`src/rtl/udp_pkg.sv`:
```
// Shared definitions for the UDP transmit arbiter: FSM encoding and payload limits.
package udp_pkg;

  localparam int UDP_MAX_PAYLOAD = 1472;
  localparam int BYTE_NUM_W      = 16;

  typedef enum logic [2:0] {
    IDLE,
    CHECK,
    START,
    WAIT_DONE,
    GAP
  } arb_state_e;

endpackage

```
`src/rtl/udp_tx_arbiter_if.sv`:
```
// Requester and engine signals of the UDP transmit arbiter; master = arbiter, slave = sources/engine.
interface udp_tx_arbiter_if #(
  parameter int NREQ = 2
);
  import udp_pkg::*;

  logic [NREQ-1:0]            req;
  logic [NREQ*BYTE_NUM_W-1:0] req_byte_num;
  logic [NREQ*BYTE_NUM_W-1:0] req_des_port;
  logic [NREQ*32-1:0]         req_data;
  logic [NREQ-1:0]            grant;
  logic [NREQ-1:0]            data_req;
  logic [NREQ-1:0]            done;
  logic [NREQ-1:0]            rej;
  logic                       tx_start_en;
  logic [BYTE_NUM_W-1:0]      tx_byte_num;
  logic [BYTE_NUM_W-1:0]      des_port;
  logic [31:0]                tx_data;
  logic                       tx_req;
  logic                       tx_done;
  logic                       busy;

  modport master (
    input  req, req_byte_num, req_des_port, req_data, tx_req, tx_done,
    output grant, data_req, done, rej, tx_start_en, tx_byte_num, des_port, tx_data, busy
  );

  modport slave (
    output req, req_byte_num, req_des_port, req_data, tx_req, tx_done,
    input  grant, data_req, done, rej, tx_start_en, tx_byte_num, des_port, tx_data, busy
  );

endinterface

```
`src/rtl/udp_tx_arbiter_rr_pick.sv`:
```
// rr_pick: combinational round-robin select; first asserted request after last_i, wrapping.
module rr_pick #(
  parameter  int NREQ = 2,
  localparam int IW   = (NREQ > 1) ? $clog2(NREQ) : 1
) (
  input  logic [NREQ-1:0] req_i,
  input  logic [IW-1:0]   last_i,
  output logic [NREQ-1:0] winner_o,
  output logic            valid_o
);

  logic hi_hit;
  logic lo_hit;

  // NOTE: every output gets a default first, so no path through this block infers a latch.
  always_comb begin
    winner_o = '0;
    hi_hit   = 1'b0;
    lo_hit   = 1'b0;
    for (int i = 0; i < NREQ; i++) begin
      if (!hi_hit && req_i[i] && (i > int'(last_i))) begin
        winner_o[i] = 1'b1;
        hi_hit      = 1'b1;
      end
    end
    // Nothing above last: wrap to the lowest asserted index.
    for (int i = 0; i < NREQ; i++) begin
      if (!hi_hit && !lo_hit && req_i[i]) begin
        winner_o[i] = 1'b1;
        lo_hit      = 1'b1;
      end
    end
    valid_o = hi_hit | lo_hit;
  end

endmodule

```
`src/rtl/udp_tx_arbiter.sv`:
```
// udp_tx_arbiter: shares one UDP tx engine between NREQ sources (round-robin, length check, IFG).
// Optional WAIT_DONE watchdog with timeout_err_o output: define UDP_TX_ARB_TIMEOUT_EN.
module udp_tx_arbiter
  import udp_pkg::*;
#(
  parameter int NREQ           = 2,
  parameter int MAX_BYTES      = UDP_MAX_PAYLOAD,
  parameter int IFG_CYCLES     = 12,
  parameter int TIMEOUT_CYCLES = 65535
) (
  input  logic             clk,
  input  logic             rst,
`ifdef UDP_TX_ARB_TIMEOUT_EN
  output logic             timeout_err_o,
`endif
  udp_tx_arbiter_if.master bus
);

  localparam int                    IW       = (NREQ > 1) ? $clog2(NREQ) : 1;
  localparam logic [15:0]           GAP_LAST = 16'((IFG_CYCLES > 0) ? IFG_CYCLES - 1 : 0);
  localparam logic [BYTE_NUM_W-1:0] MAX_LEN  = BYTE_NUM_W'(MAX_BYTES);

  arb_state_e            state_q, state_d;
  logic [NREQ-1:0]       grant_q, grant_d;
  logic [NREQ-1:0]       done_q, done_d;
  logic [NREQ-1:0]       rej_q, rej_d;
  logic                  start_q, start_d;
  logic [BYTE_NUM_W-1:0] len_q, len_d;
  logic [BYTE_NUM_W-1:0] port_q, port_d;
  logic [IW-1:0]         last_q, last_d;
  logic [15:0]           gap_q, gap_d;
`ifdef UDP_TX_ARB_TIMEOUT_EN
  logic [15:0]           wd_q, wd_d;
  logic                  terr_q, terr_d;
`endif

  logic [NREQ-1:0]       pick_oh;
  logic                  pick_valid;
  logic [IW-1:0]         pick_idx;
  logic [BYTE_NUM_W-1:0] pick_len;
  logic [BYTE_NUM_W-1:0] pick_port;
  logic [31:0]           tx_data_mux;

  rr_pick #(.NREQ(NREQ)) u_rr_pick (
    .req_i    (bus.req),
    .last_i   (last_q),
    .winner_o (pick_oh),
    .valid_o  (pick_valid)
  );

  always_comb begin
    pick_idx  = '0;
    pick_len  = '0;
    pick_port = '0;
    for (int i = 0; i < NREQ; i++) begin
      if (pick_oh[i]) begin
        pick_idx  = IW'(i);
        pick_len  = bus.req_byte_num[BYTE_NUM_W*i +: BYTE_NUM_W];
        pick_port = bus.req_des_port[BYTE_NUM_W*i +: BYTE_NUM_W];
      end
    end
  end

  always_comb begin
    tx_data_mux = '0;
    for (int i = 0; i < NREQ; i++) begin
      if (grant_q[i]) tx_data_mux = bus.req_data[32*i +: 32];
    end
  end

  always_comb begin
    state_d = state_q;
    grant_d = grant_q;
    done_d  = '0;
    rej_d   = '0;
    start_d = 1'b0;
    len_d   = len_q;
    port_d  = port_q;
    last_d  = last_q;
    gap_d   = gap_q;
`ifdef UDP_TX_ARB_TIMEOUT_EN
    wd_d    = wd_q;
    terr_d  = 1'b0;
`endif
    case (state_q)
      IDLE: begin
        if (pick_valid) begin
          grant_d = pick_oh;
          len_d   = pick_len;
          port_d  = pick_port;
          last_d  = pick_idx;
          state_d = CHECK;
        end
      end
      CHECK: begin
        if ((len_q == '0) || (len_q > MAX_LEN)) begin
          rej_d   = grant_q;
          grant_d = '0;
          gap_d   = '0;
          state_d = GAP;
        end else begin
          start_d = 1'b1;
          state_d = START;
        end
      end
      START: begin
`ifdef UDP_TX_ARB_TIMEOUT_EN
        wd_d    = '0;
`endif
        state_d = WAIT_DONE;
      end
      WAIT_DONE: begin
        if (bus.tx_done) begin
          done_d  = grant_q;
          grant_d = '0;
          gap_d   = '0;
          state_d = GAP;
        end
`ifdef UDP_TX_ARB_TIMEOUT_EN
        else if (wd_q == 16'(TIMEOUT_CYCLES - 1)) begin
          terr_d  = 1'b1;
          rej_d   = grant_q;
          grant_d = '0;
          gap_d   = '0;
          state_d = GAP;
        end else begin
          wd_d = wd_q + 16'd1;
        end
`endif
      end
      GAP: begin
        // The gap always lasts at least one cycle, even with IFG_CYCLES = 0.
        if (gap_q >= GAP_LAST) state_d = IDLE;
        else                   gap_d   = gap_q + 16'd1;
      end
      default: state_d = IDLE;
    endcase
  end

  // NOTE: state registers use non-blocking assignments so every flop samples pre-edge values.
  always_ff @(posedge clk or posedge rst) begin
    if (rst) begin
      state_q <= IDLE;
      grant_q <= '0;
      done_q  <= '0;
      rej_q   <= '0;
      start_q <= 1'b0;
      len_q   <= '0;
      port_q  <= '0;
      last_q  <= IW'(NREQ - 1);
      gap_q   <= '0;
`ifdef UDP_TX_ARB_TIMEOUT_EN
      wd_q    <= '0;
      terr_q  <= 1'b0;
`endif
    end else begin
      state_q <= state_d;
      grant_q <= grant_d;
      done_q  <= done_d;
      rej_q   <= rej_d;
      start_q <= start_d;
      len_q   <= len_d;
      port_q  <= port_d;
      last_q  <= last_d;
      gap_q   <= gap_d;
`ifdef UDP_TX_ARB_TIMEOUT_EN
      wd_q    <= wd_d;
      terr_q  <= terr_d;
`endif
    end
  end

  assign bus.grant       = grant_q;
  assign bus.done        = done_q;
  assign bus.rej         = rej_q;
  assign bus.tx_start_en = start_q;
  assign bus.tx_byte_num = len_q;
  assign bus.des_port    = port_q;
  assign bus.tx_data     = tx_data_mux;
  assign bus.busy        = (state_q != IDLE);
  assign bus.data_req    = ((state_q == WAIT_DONE) && bus.tx_req) ? grant_q : '0;
`ifdef UDP_TX_ARB_TIMEOUT_EN
  assign timeout_err_o   = terr_q;
`endif

endmodule

```
`src/flat_wrapper.sv`:
```
// flat-port wrapper written by rule: the top's interface ports become plain ports
module udp_tx_arbiter_flat import udp_pkg::*;
#(
  parameter int NREQ           = 2,
  parameter int MAX_BYTES      = UDP_MAX_PAYLOAD,
  parameter int IFG_CYCLES     = 12,
  parameter int TIMEOUT_CYCLES = 65535
)
  (clk, rst, bus_req, bus_req_byte_num, bus_req_des_port, bus_req_data, bus_tx_req, bus_tx_done, bus_grant, bus_data_req, bus_done, bus_rej, bus_tx_start_en, bus_tx_byte_num, bus_des_port, bus_tx_data, bus_busy);
  udp_tx_arbiter_if #(.NREQ(NREQ)) bus_i ();
  input  logic clk;
  input  logic rst;
  input wire logic [$bits(bus_i.req)-1:0] bus_req;
  input wire logic [$bits(bus_i.req_byte_num)-1:0] bus_req_byte_num;
  input wire logic [$bits(bus_i.req_des_port)-1:0] bus_req_des_port;
  input wire logic [$bits(bus_i.req_data)-1:0] bus_req_data;
  input wire logic [$bits(bus_i.tx_req)-1:0] bus_tx_req;
  input wire logic [$bits(bus_i.tx_done)-1:0] bus_tx_done;
  output wire logic [$bits(bus_i.grant)-1:0] bus_grant;
  output wire logic [$bits(bus_i.data_req)-1:0] bus_data_req;
  output wire logic [$bits(bus_i.done)-1:0] bus_done;
  output wire logic [$bits(bus_i.rej)-1:0] bus_rej;
  output wire logic [$bits(bus_i.tx_start_en)-1:0] bus_tx_start_en;
  output wire logic [$bits(bus_i.tx_byte_num)-1:0] bus_tx_byte_num;
  output wire logic [$bits(bus_i.des_port)-1:0] bus_des_port;
  output wire logic [$bits(bus_i.tx_data)-1:0] bus_tx_data;
  output wire logic [$bits(bus_i.busy)-1:0] bus_busy;
  assign bus_i.req = bus_req;
  assign bus_i.req_byte_num = bus_req_byte_num;
  assign bus_i.req_des_port = bus_req_des_port;
  assign bus_i.req_data = bus_req_data;
  assign bus_i.tx_req = bus_tx_req;
  assign bus_i.tx_done = bus_tx_done;
  assign bus_grant = bus_i.grant;
  assign bus_data_req = bus_i.data_req;
  assign bus_done = bus_i.done;
  assign bus_rej = bus_i.rej;
  assign bus_tx_start_en = bus_i.tx_start_en;
  assign bus_tx_byte_num = bus_i.tx_byte_num;
  assign bus_des_port = bus_i.des_port;
  assign bus_tx_data = bus_i.tx_data;
  assign bus_busy = bus_i.busy;
  udp_tx_arbiter #(.NREQ(NREQ), .MAX_BYTES(MAX_BYTES), .IFG_CYCLES(IFG_CYCLES), .TIMEOUT_CYCLES(TIMEOUT_CYCLES)) u_core (.clk(clk), .rst(rst), .bus(bus_i));
endmodule
```
`config.mk`:
```
export PLATFORM = sky130hd
export DESIGN_NAME = udp_tx_arbiter_flat
export DESIGN_NICKNAME = d
export VERILOG_FILES = /design/src/rtl/udp_pkg.sv /design/src/rtl/udp_tx_arbiter_if.sv /design/src/rtl/udp_tx_arbiter_rr_pick.sv /design/src/rtl/udp_tx_arbiter.sv /design/src/flat_wrapper.sv
export SDC_FILE = /design/constraint.sdc
export NUM_CORES = 1
export LEC_CHECK = 0
export CORE_MARGIN = 2
export CORE_UTILIZATION = 39
export DETAILED_ROUTE_END_ITERATION = 7
export GPL_TIMING_DRIVEN = 0
export PLACE_DENSITY = 0.87
export REMOVE_ABC_BUFFERS = 1
export SYNTH_ARGS = -nofsm -noshare
export SYNTH_HDL_FRONTEND = slang
export SYNTH_SLANG_ARGS = --single-unit
export TNS_END_PERCENT = 30
```
`constraint.sdc`:
```
create_clock -name clk -period 3.3 [get_ports clk]
set_input_delay 0.825 -clock clk [delete_from_list [all_inputs] [get_ports clk]]
set_output_delay 0.825 -clock clk [all_outputs]
set_load 0.01 [all_outputs]
```
; Word level (Yosys, flattened, before mapping)
; Cells that the tools add are included.
[word_totals]
wordCells = 71
regBits = 59
in_bits = 134
[classes]
bitwise_logic = 1
muxes = 31
n_lt_le_gt_ge = 3
reduce_logical = 17
add_sub_neg = 1
eq_ne = 9
[op_table]
columns = cell, n
row1 = 16-bit two-way mux, 7
row2 = 32-bit two-way mux, 2
row3 = 16-bit case mux with 3 select lines, 1
row4 = 16-bit by 1-bit adder with 16-bit output (second input constant), 1
row5 = 16-bit by 4-bit >= comparator with 1-bit output (second input constant), 1
row6 = 16-bit by 11-bit greater-than comparator with 1-bit output (second input constant), 1
row7 = 16-bit zero test, 1
row8 = 2-bit two-way mux, 8
row9 = 3-bit case mux with 5 select lines, 1
row10 = 3-bit two-way mux, 4
row11 = 3-bit nonzero test, 3
row12 = 4-bit AND reduction, 2
row13 = 1-bit two-way mux, 7
row14 = 3-bit by 2-bit == test with 1-bit output (second input constant), 2
row15 = 2-bit by 1-bit != test with 1-bit output (second input constant), 3
row16 = 2-bit case mux with 3 select lines, 1
row17 = 1-bit logical AND, 5
row18 = 2-bit != test (second input constant), 2
row19 = 3-bit by 1-bit == test with 1-bit output (second input constant), 1
row20 = 3-bit == test (second input constant), 1
row21 = 3-bit zero test, 1
row22 = 3-bit AND reduction, 1
row23 = 1-bit zero test, 2
row24 = 2-bit AND reduction, 1
row25 = other kinds (3), 3

; Depth between registers and ports, before layout
; Gate-level depths: netlist of the first run.
[depth]
ltp_word = 13
mapped_depth = 7
ltp_nobuf = 6

; Hierarchy
; Synthesis of the first run repeated with hierarchy kept, for this count alone.
[unflattened]
cells_unflattened = 301
hier_area_um2 = 2902.8
[by_module_without_submodules]
columns = mod, area_per_inst_um2, n_inst, seq_area_each_um2, cells_each
row1 = udp_tx_arbiter, 2877.8, 1, 1477.7, 297
row2 = rr_pick, 25.0, 1, 0.0, 4

; Worst setup path after synthesis of the first run
; Ideal clock, no wire load.
[synth_timing]
kind = register to output
from = register u_core.grant_q[1] (netlist: u_core.bus.grant[1])
to = output bus_tx_data[10]
slack_ns = 1.289
path_stages_with_launch = 4
t_arrival_ns = 1.186
required_time_ns = 2.475
path_cell_list = dfrtp_1 -> clkbuf_1 -> clkbuf_1 -> a22o_1
[synth_between]
elab_chain_len = 1
[synth_rtl]
columns = element, line
row1 = start: declaration, udp_tx_arbiter.sv:24  ; logic [NREQ-1:0] grant_q, grant_d;
row2 = start signal: assignment, udp_tx_arbiter.sv:158  ; grant_q <= grant_d;
row3 = 32-bit two-way mux, udp_tx_arbiter.sv:67  ; if (grant_q[i]) tx_data_mux = bus.req_data[32*i +: 32];
row4 = end: declaration, flat_wrapper.sv:26  ; output wire logic [$bits(bus_i.tx_data)-1:0] bus_tx_data;
; No other way between the ends.

; Final worst setup path of the first run
[layout_timing]
from = register u_core.grant_q[1] (netlist: u_core.bus.grant[1])
to = output bus_tx_data[6]
; Same word-level chain as after synthesis.

==> summary.txt, run 1 <==
CP max FO - 39
Worst setup SP type - register
syn avg cell area - 8.645 µm²
H-Tree Depth - 3
gp weighted congestion - 0.8904
first-pass GRT wire length - 16760 µm
final worst slack - 0.2459 ns
share of cells above drive strength 1 - 5.882%
Max-slew headroom - 40.24%
Post-DP HPWL - 8382 µm
grt ovf - 0
endpoint class of the critical path - output pin
fmax - 0.3274 GHz
clock share of power - 15.5%
# Max-Cap Violations - 0
CTS clk-pin slew, worst paths - 0.07 ns
# setup viols final - 0
final non-filler cell area - 5490 µm²
ranking of synthesized cells by instance count - nand2_1, dfrtp_1, nor2_1, a22o_1, a31oi_1
sequential power share - 29.9%
Num CTS Buffers - 9
diode count - 0
routed vias/inst - 5.305
Min-Delay Path Class - reg2reg
Synth cell types - 34
Pint - 2.592 mW
Ys Warns - 0
die area - 8572 µm²
worst-margin pin slew - 0.8964 ns
# port buffers - 207
PwrDens - 760.8 nW/µm²
number of synthesized register bits - 59
post-synth top area share - 47.42%
Chip Height - 92.59 µm
VDD IR max - 0.4030 mV
drt pass-1 iters - 5
final wirelength - 10780 µm
Switching Fraction - 37.95%
Post-Place Cells - 645
final std cells w/o fill - 663
Fin. Hold Viols - 0
largest net degree at the start of global routing - 40
CTS tree - built
core footprint - 7647 µm²
vias in the first global route - 3463
period utilization - 92.55%
leakage - 2.268 nW
clock sink count - 59
Layout Nets - 691
antenna viol nets, final - 0
placed inst area - 5274 µm²
Residual DRC - 0
antenna violations before repair - 0
Root Buffer - clkbuf_8
Setup CP Type - reg2out
Vias - 3517
count leader, synth - nand2_1
CTS max path bufs - 2
Comb pwr share - 54.6%
Area Growth Syn to Fin - 79.40%
Die W - 92.59 µm
Slew Limit Fails - 0
Synth Instances - 354
Tmin final - 3.054 ns
net switching power - 1.585 mW
Post-Syn Area - 3060 µm²
row cnt - 32
worst skew pair latency - 0.34 ns
initial core utilization - 40.02%
status - finished clean
Synth area leader - dfrtp_1
skew final - 0.008358 ns
GRT Util Overall - 25.02%
hold-fix buffer count after cts - 0
Place WS - -0.4125 ns
sequential area share after synthesis - 48.28%
main flop type after synthesis - dfrtp_1
RSZ-0062 raised after global routing - no
Required @ worst endpoint - 2.47 ns
WL/cell - 16.26 µm
Async S/R FF share, synth - 100.0%
arrival time worst endpoint - 2.23 ns
number of synthesized flops with an enable pin - 0
first-iteration detailed-routing DRC count - 174
synth top area cells - dfrtp_1, a22o_1, nand2_1, a31oi_1, nor2_1
I/O Pins - 208
setup tns final - 0 ns
## power by group through the flow
stage / registers (mW) / logic (mW) / clock network [mW]
floorplan: 1.30 / 0.923 / 0
global placement: 1.23 / 2.07 / 0
detailed placement: 1.26 / 2.25 / 0
CTS: 1.25 / 2.27 / 0.657
global route: 1.30 / 2.45 / 0.693
finish: 1.25 / 2.28 / 0.647
## path summary, 6_finish.rpt
path	slack, ns	depth (start not counted)	end	startpoint
max in group asynchronous	1.76	3	u_core.last_q	rst
min in group asynchronous	0.89	2	u_core.bus.tx_byte_num[0]	rst
worst min-delay path	0.52	1	u_core.gap_q[15]	u_core.gap_q[15]
worst min register to register	0.52	1	u_core.gap_q[15]	u_core.gap_q[15]
worst max register to register	0.63	5	u_core.gap_q[4]	u_core.state_q[2]
worst max-delay path	0.25	4	bus_tx_data[6]	u_core.bus.grant[1]
## sequential cells by signal (all words and copies together) (netlist names)
register,count
u_core.gap_q,16
u_core.last_q,1
u_core.bus.des_port,16
u_core.bus.done,2
u_core.bus.tx_start_en,1
u_core.bus.rej,2
u_core.bus.grant,2
u_core.bus.tx_byte_num,16
u_core.state_q,3
## layer usage
metal  vias up  GRT usage (%)  wire, µm
met5         -              0         0
met4         0          7.338       163
met3        17          7.404       836
met2       146          42.46      5444
met1      1677          30.87      4337
li1       1677              -         -
## cell usage in the layout, fill, tap and decap left out, types with 9 or more instances in the layout
master | Yosys | final
a22o_1 | 33 | 33
a31oi_1 | 32 | 32
and3_1 | 9 | 9
clkbuf_8 | 0 | 10
clkdlybuf4s50_1 | 0 | 207
dfrtp_1 | 58 | 57
nand2_1 | 75 | 75
nor2_1 | 45 | 45
## worst max-delay path, cell delays in order, from the launching register on
cell	delay, ns
dfrtp_2	0.66
nor2b_4	0.27
buf_4	0.20
a22o_1	0.14
clkdlybuf4s50_1	0.60
## through the flow
stage	total power, mW	util, %	hold WS [ns]
after floorplan	2.225	-	0.4607
after global placement	3.309	67.41	0.4787
after detailed placement	3.507	68.96	0.5054
after CTS	4.177	71.60	0.5241
after global routing	4.444	71.79	0.5297
final	4.177	71.79	0.5186
## what timing repair did
item / CTS / global route
gates resized for setup: 3 / 0
endpoints found under the setup margin: 33 / 5
gates cloned: 0 / 0
buffers inserted: 0 / 2
## area by class of cell
class,count,area (µm²)
clock inverter,5,52.55
timing repair buffer,216,2195
clock buffer,11,141.4
multi-input combinational,260,1456
tap,102,127.6
fill,552,2157
inverter,10,38.79
sequential,59,1479
## logic make-up (layout without fill, tap and decap cells)
group,count (synthesis),in the layout,share of synthesized area (%)
AND/OR/NAND/NOR,170,170,25.80
AO/OA/AOI/OAI,89,89,20.85
flip-flops,59,59,48.28
buffers and inverters,35,242,4.660
adder cells (fa/ha/maj),1,1,0.4088
Note: power is estimated with default switching activity, not from simulation.
==> run 2, diff against run 1 <==
--- a/config.mk
+++ b/config.mk
@@ -10,6 +10,7 @@
 export DETAILED_ROUTE_END_ITERATION = 7
 export GPL_TIMING_DRIVEN = 0
 export PLACE_DENSITY = 0.87
+export RECOVER_POWER = 100
 export REMOVE_ABC_BUFFERS = 1
 export SYNTH_ARGS = -nofsm -noshare
 export SYNTH_HDL_FRONTEND = slang
==> run 2 against run 1 <==
Net effect: register-to-register slack about the same; clock skew up 0.00053 ns; first-iteration DRC count down 7.5%; critical endpoint is now bus_tx_data[12]; largest power group unchanged.
==> summary.txt, run 2 (synthesized netlist as in run 1, its figures left out) <==
RSZ-0062 raised after global routing - no
initial core utilization - 40.02%
drt pass-1 iters - 4
row cnt - 32
share of cells above drive strength 1 - 5.348%
leakage - 2.333 nW
Area Growth Syn to Fin - 78.00%
routed vias/inst - 5.300
Vias - 3514
setup tns final - 0 ns
Setup CP Type - reg2out
Min-Delay Path Class - reg2reg
status - finished clean
gp weighted congestion - 0.8904
Root Buffer - clkbuf_8
commonest non-fill, non-tap cell in the layout - clkdlybuf4s50_1
worst reg-to-reg path cell count - 5
die area - 8572 µm²
H-Tree Depth - 3
reg2reg start - u_core.state_q[2]
diode count - 0
WL/cell - 16.23 µm
worst-margin pin slew - 1.346 ns
arrival time worst endpoint - 2.28 ns
Residual DRC - 0
# Max-Cap Violations - 0
GRT Util Overall - 25.02%
CP max FO - 39
period utilization - 93.98%
Post-DP HPWL - 8382 µm
fmax - 0.3224 GHz
antenna viol nets, final - 0
final non-filler cell area - 5448 µm²
Worst Hold Launch - u_core.gap_q[15]
first-pass GRT wire length - 16760 µm
largest net degree at the start of global routing - 40
Die W - 92.59 µm
vias in the first global route - 3463
core footprint - 7647 µm²
Num CTS Buffers - 9
Max-slew headroom - 9.663%
antenna violations before repair - 0
commonest cells after routing, fill and taps aside - clkdlybuf4s50_1, nand2_1, dlygate4sd3_1, dfrtp_1, nor2_1
final core occ - 71.24%
Layout Nets - 691
VDD IR max - 0.3961 mV
CTS tree - built
CTS max path bufs - 2
PwrDens - 735.3 nW/µm²
CTS clk-pin slew, worst paths - 0.07 ns
hold-fix buffer count after cts - 0
Worst setup SP type - register
Required @ worst endpoint - 2.47 ns
grt ovf - 0
I/O Pins - 208
Fin. Hold Viols - 0
first-iteration detailed-routing DRC count - 161
# port buffers - 207
skew final - 0.008886 ns
Chip Height - 92.59 µm
placed inst area - 5274 µm²
Tmin final - 3.101 ns
# setup viols final - 0
final wirelength - 10760 µm
worst skew pair latency - 0.33 ns
endpoint class of the critical path - output pin
Slew Limit Fails - 0
worst hold stages - 1
clock sink count - 59
worst setup path startpoint - u_core.bus.grant[1]
final hold slack - 0.5182 ns
## run 2: metal layers
layer	GRT usage (%)	wire (µm)
met1	30.87	4366
met2	42.46	5503
met3	7.404	787
met4	7.338	100
met5	0	0
## run 2: through the flow
stage	setup WS [ns]	total power [mW]	std cells
after global routing	0.08161	4.278	663
after global placement	-3.484	3.309	638
after floorplan	-1.499	2.225	329
final	0.1986	4.005	663
after CTS	0.08653	4.177	661
after detailed placement	-0.4125	3.507	645
## run 2: cell type report
| class | instances | area, µm² |
|---|---|---|
| fillers | 561 | 2200 |
| multi-input cells | 260 | 1436 |
| well taps | 102 | 127.6 |
| clock buffers | 11 | 141.4 |
| repair buffers | 216 | 2173 |
| flip-flops and latches | 59 | 1479 |
| inverters | 10 | 37.54 |
| clock inverters | 5 | 52.55 |
## run 2: final timing paths
| path | slack [ns] | to |
|---|---|---|
| worst max-delay path | 0.20 | bus_tx_data[12] |
| worst min-delay path | 0.52 | u_core.gap_q[15] |
| worst max register to register | 0.64 | u_core.gap_q[4] |
| worst min register to register | 0.52 | u_core.gap_q[15] |
| max in group asynchronous | 0.74 | u_core.bus.grant[1] |
| min in group asynchronous | 1.20 | u_core.bus.des_port[3] |
## run 2: repair_timing
| item | 4_1_cts | 5_1_grt |
|---|---|---|
| endpoints found under the setup margin | 33 | 5 |
| resized for setup | 3 | 0 |
| buffers inserted | 0 | 2 |
## run 2: report_power, final
group	internal [mW]	leakage, nW	switching [mW]	total, mW
Combinational	1.09	1.51	1.03	2.12
Sequential	0.986	0.721	0.255	1.24
Clock	0.365	0.0991	0.278	0.644
## run 2: critical path: stages (launching register included)
cell	delay, ns
dfrtp_2	0.81
nor2b_4	0.12
buf_8	0.19
a22o_1	0.20
dlygate4sd3_1	0.61
==> run 3, diff against run 2 <==
--- a/config.mk
+++ b/config.mk
@@ -5,7 +5,6 @@
 export SDC_FILE = /design/constraint.sdc
 export NUM_CORES = 1
 export LEC_CHECK = 0
-export CORE_MARGIN = 2
 export CORE_UTILIZATION = 39
 export DETAILED_ROUTE_END_ITERATION = 7
 export GPL_TIMING_DRIVEN = 0
==> run 3 against run 2 <==
Net effect: first-iteration DRC count grew 21%; global-route usage is 1.9 points higher; highest routed layer unchanged; register-to-register slack improved by 0.07 ns; combinational power hardly changed; final cell count fell by 0.45%; die area shrank 4.3%; non-clock buffer count unchanged; critical path depth is the same.
==> summary.txt, run 3 (synthesized netlist as in run 1, its figures left out) <==
drt pass-1 iters - 4
grt ovf - 0
final std cells w/o fill - 660
WHS Endpoint - u_core.gap_q[0]
# port buffers - 207
Post-Place Cells - 642
VDD IR max - 0.3805 mV
Post-DP HPWL - 8293 µm
first-pass GRT wire length - 17200 µm
vias in the first global route - 3447
Tmin final - 3.075 ns
Min-Delay Path Class - reg2reg
skew final - 0.007261 ns
final worst slack - 0.2246 ns
RSZ-0062 raised after global routing - no
leakage - 2.332 nW
area occupied by multi-input gates - 1440 µm²
Slew Limit Fails - 0
Num CTS Buffers - 9
period utilization - 93.20%
status - finished clean
CTS clk-pin slew, worst paths - 0.06 ns
Residual DRC - 0
Setup CP Type - reg2out
endpoint class of the critical path - output pin
diode count - 0
CTS max path bufs - 2
worst-margin pin slew - 0.9053 ns
Worst Hold Launch - u_core.gap_q[0]
fill count - 537
CP max FO - 39
Vias - 3475
CP peak stage delay - 0.65 ns
I/O Pins - 208
CP cell instances - nor2b_4, clkbuf_2, a22o_1, clkdlybuf4s50_1
core footprint - 7408 µm²
Final Total Pwr - 4.120 mW
Chip Height - 90.59 µm
share of cells above drive strength 1 - 5.526%
Die W - 90.59 µm
CP max stage cell - dfrtp_2
worst reg-to-reg path cell count - 5
reg2reg end - u_core.gap_q[4]
# Max-Cap Violations - 0
worst skew pair latency - 0.33 ns
Area Growth Syn to Fin - 79.35%
Place WS - -0.4361 ns
initial core utilization - 41.31%
clock sink count - 59
PwrDens - 750.6 nW/µm²
WL/cell - 16.60 µm
final wirelength - 10960 µm
Storage cell area - 1479 µm²
antenna viol nets, final - 0
reg2reg setup slack - 0.71 ns
first-iteration detailed-routing DRC count - 195
# setup viols final - 0
setup tns final - 0 ns
reg2reg start - u_core.state_q[2]
CTS tree - built
H-Tree Depth - 3
antenna violations before repair - 0
die area - 8206 µm²
commonest non-fill, non-tap cell in the layout - clkdlybuf4s50_1
fmax - 0.3252 GHz
Root Buffer - clkbuf_8
Worst setup SP type - register
arrival time worst endpoint - 2.25 ns
worst hold stages - 1
Required @ worst endpoint - 2.47 ns
hold-fix buffer count after cts - 0
commonest cells after routing, fill and taps aside - clkdlybuf4s50_1, nand2_1, dlygate4sd3_1, dfrtp_1, nor2_1
Layout Nets - 691
GRT Util Overall - 26.87%
gp weighted congestion - 0.8522
Fin. Hold Viols - 0
Max-slew headroom - 39.58%
row cnt - 31
largest net degree at the start of global routing - 40
routed vias/inst - 5.265
-- run 3: cell types whose count changed in the layout (fill, tap and decap cells not counted), sizes merged --
cell	previous run	this run
clkdlybuf4s50	137	145
dlygate4sd3	70	62
clkinv	3	1
bufinv	1	2
clkbuf	13	14
-- run 3: how the worst max path moves through the flow --
stage	slack, ns	to	startpoint
2_1_floorplan	-1.50	u_core.bus.grant[0]	bus_req[1]
3_3_place_gp	-3.38	u_core.bus.grant[1]	bus_req[1]
3_5_place_dp	-0.44	u_core.bus.grant[0]	bus_req[1]
4_1_cts	0.12	bus_tx_data[22]	u_core.bus.grant[1]
5_1_grt	0.12	bus_tx_data[9]	u_core.bus.grant[1]
6_report	0.22	bus_tx_data[15]	u_core.bus.grant[1]
-- run 3: where the power goes --
| group | total [mW] | switching (mW) | internal [mW] |
|---|---|---|---|
| clock network | 0.743 | 0.278 | 0.465 |
| logic | 2.14 | 1.02 | 1.12 |
| registers | 1.24 | 0.252 | 0.987 |
-- run 3: what timing repair did --
action,CTS,global route
gates resized for setup,3,0
setup endpoints to repair,65,2
setup buffers,0,2
-- run 3: area by class of cell --
type	count	area share [%]
clock buffers	12	2.827
repair buffers	216	39.73
clock inverters	4	1.322
well taps	99	2.257
multi-input cells	260	26.24
inverters	10	0.6838
flip-flops and latches	59	26.94
-- run 3: worst max-delay path: cells and delay by family, from the launching register on --
| family | cells | cell delay, ns |
|---|---|---|
| buf+inv | 2 | 0.84 |
| flops | 1 | 0.65 |
| simple gates | 1 | 0.25 |
| compound gates | 1 | 0.18 |
-- run 3: metal layers --
layer | wire [µm] | GRT usage, %
met1 | 4024 | 28.00
met2 | 5657 | 49.18
met3 | 920 | 7.997
met4 | 356 | 12.37
met5 | 0 | 0
-- run 3: metrics by stage --
stage | utilization [%] | hold slack (ns) | cell area (µm²)
4_1_cts | 74.36 | 0.5139 | 5509
5_1_grt | 74.09 | 0.5331 | 5489
3_3_place_gp | 69.53 | 0.4783 | 5151
3_5_place_dp | 71.19 | 0.4873 | 5274
2_1_floorplan | - | 0.4607 | 2955
6_report | 74.09 | 0.5172 | 5489
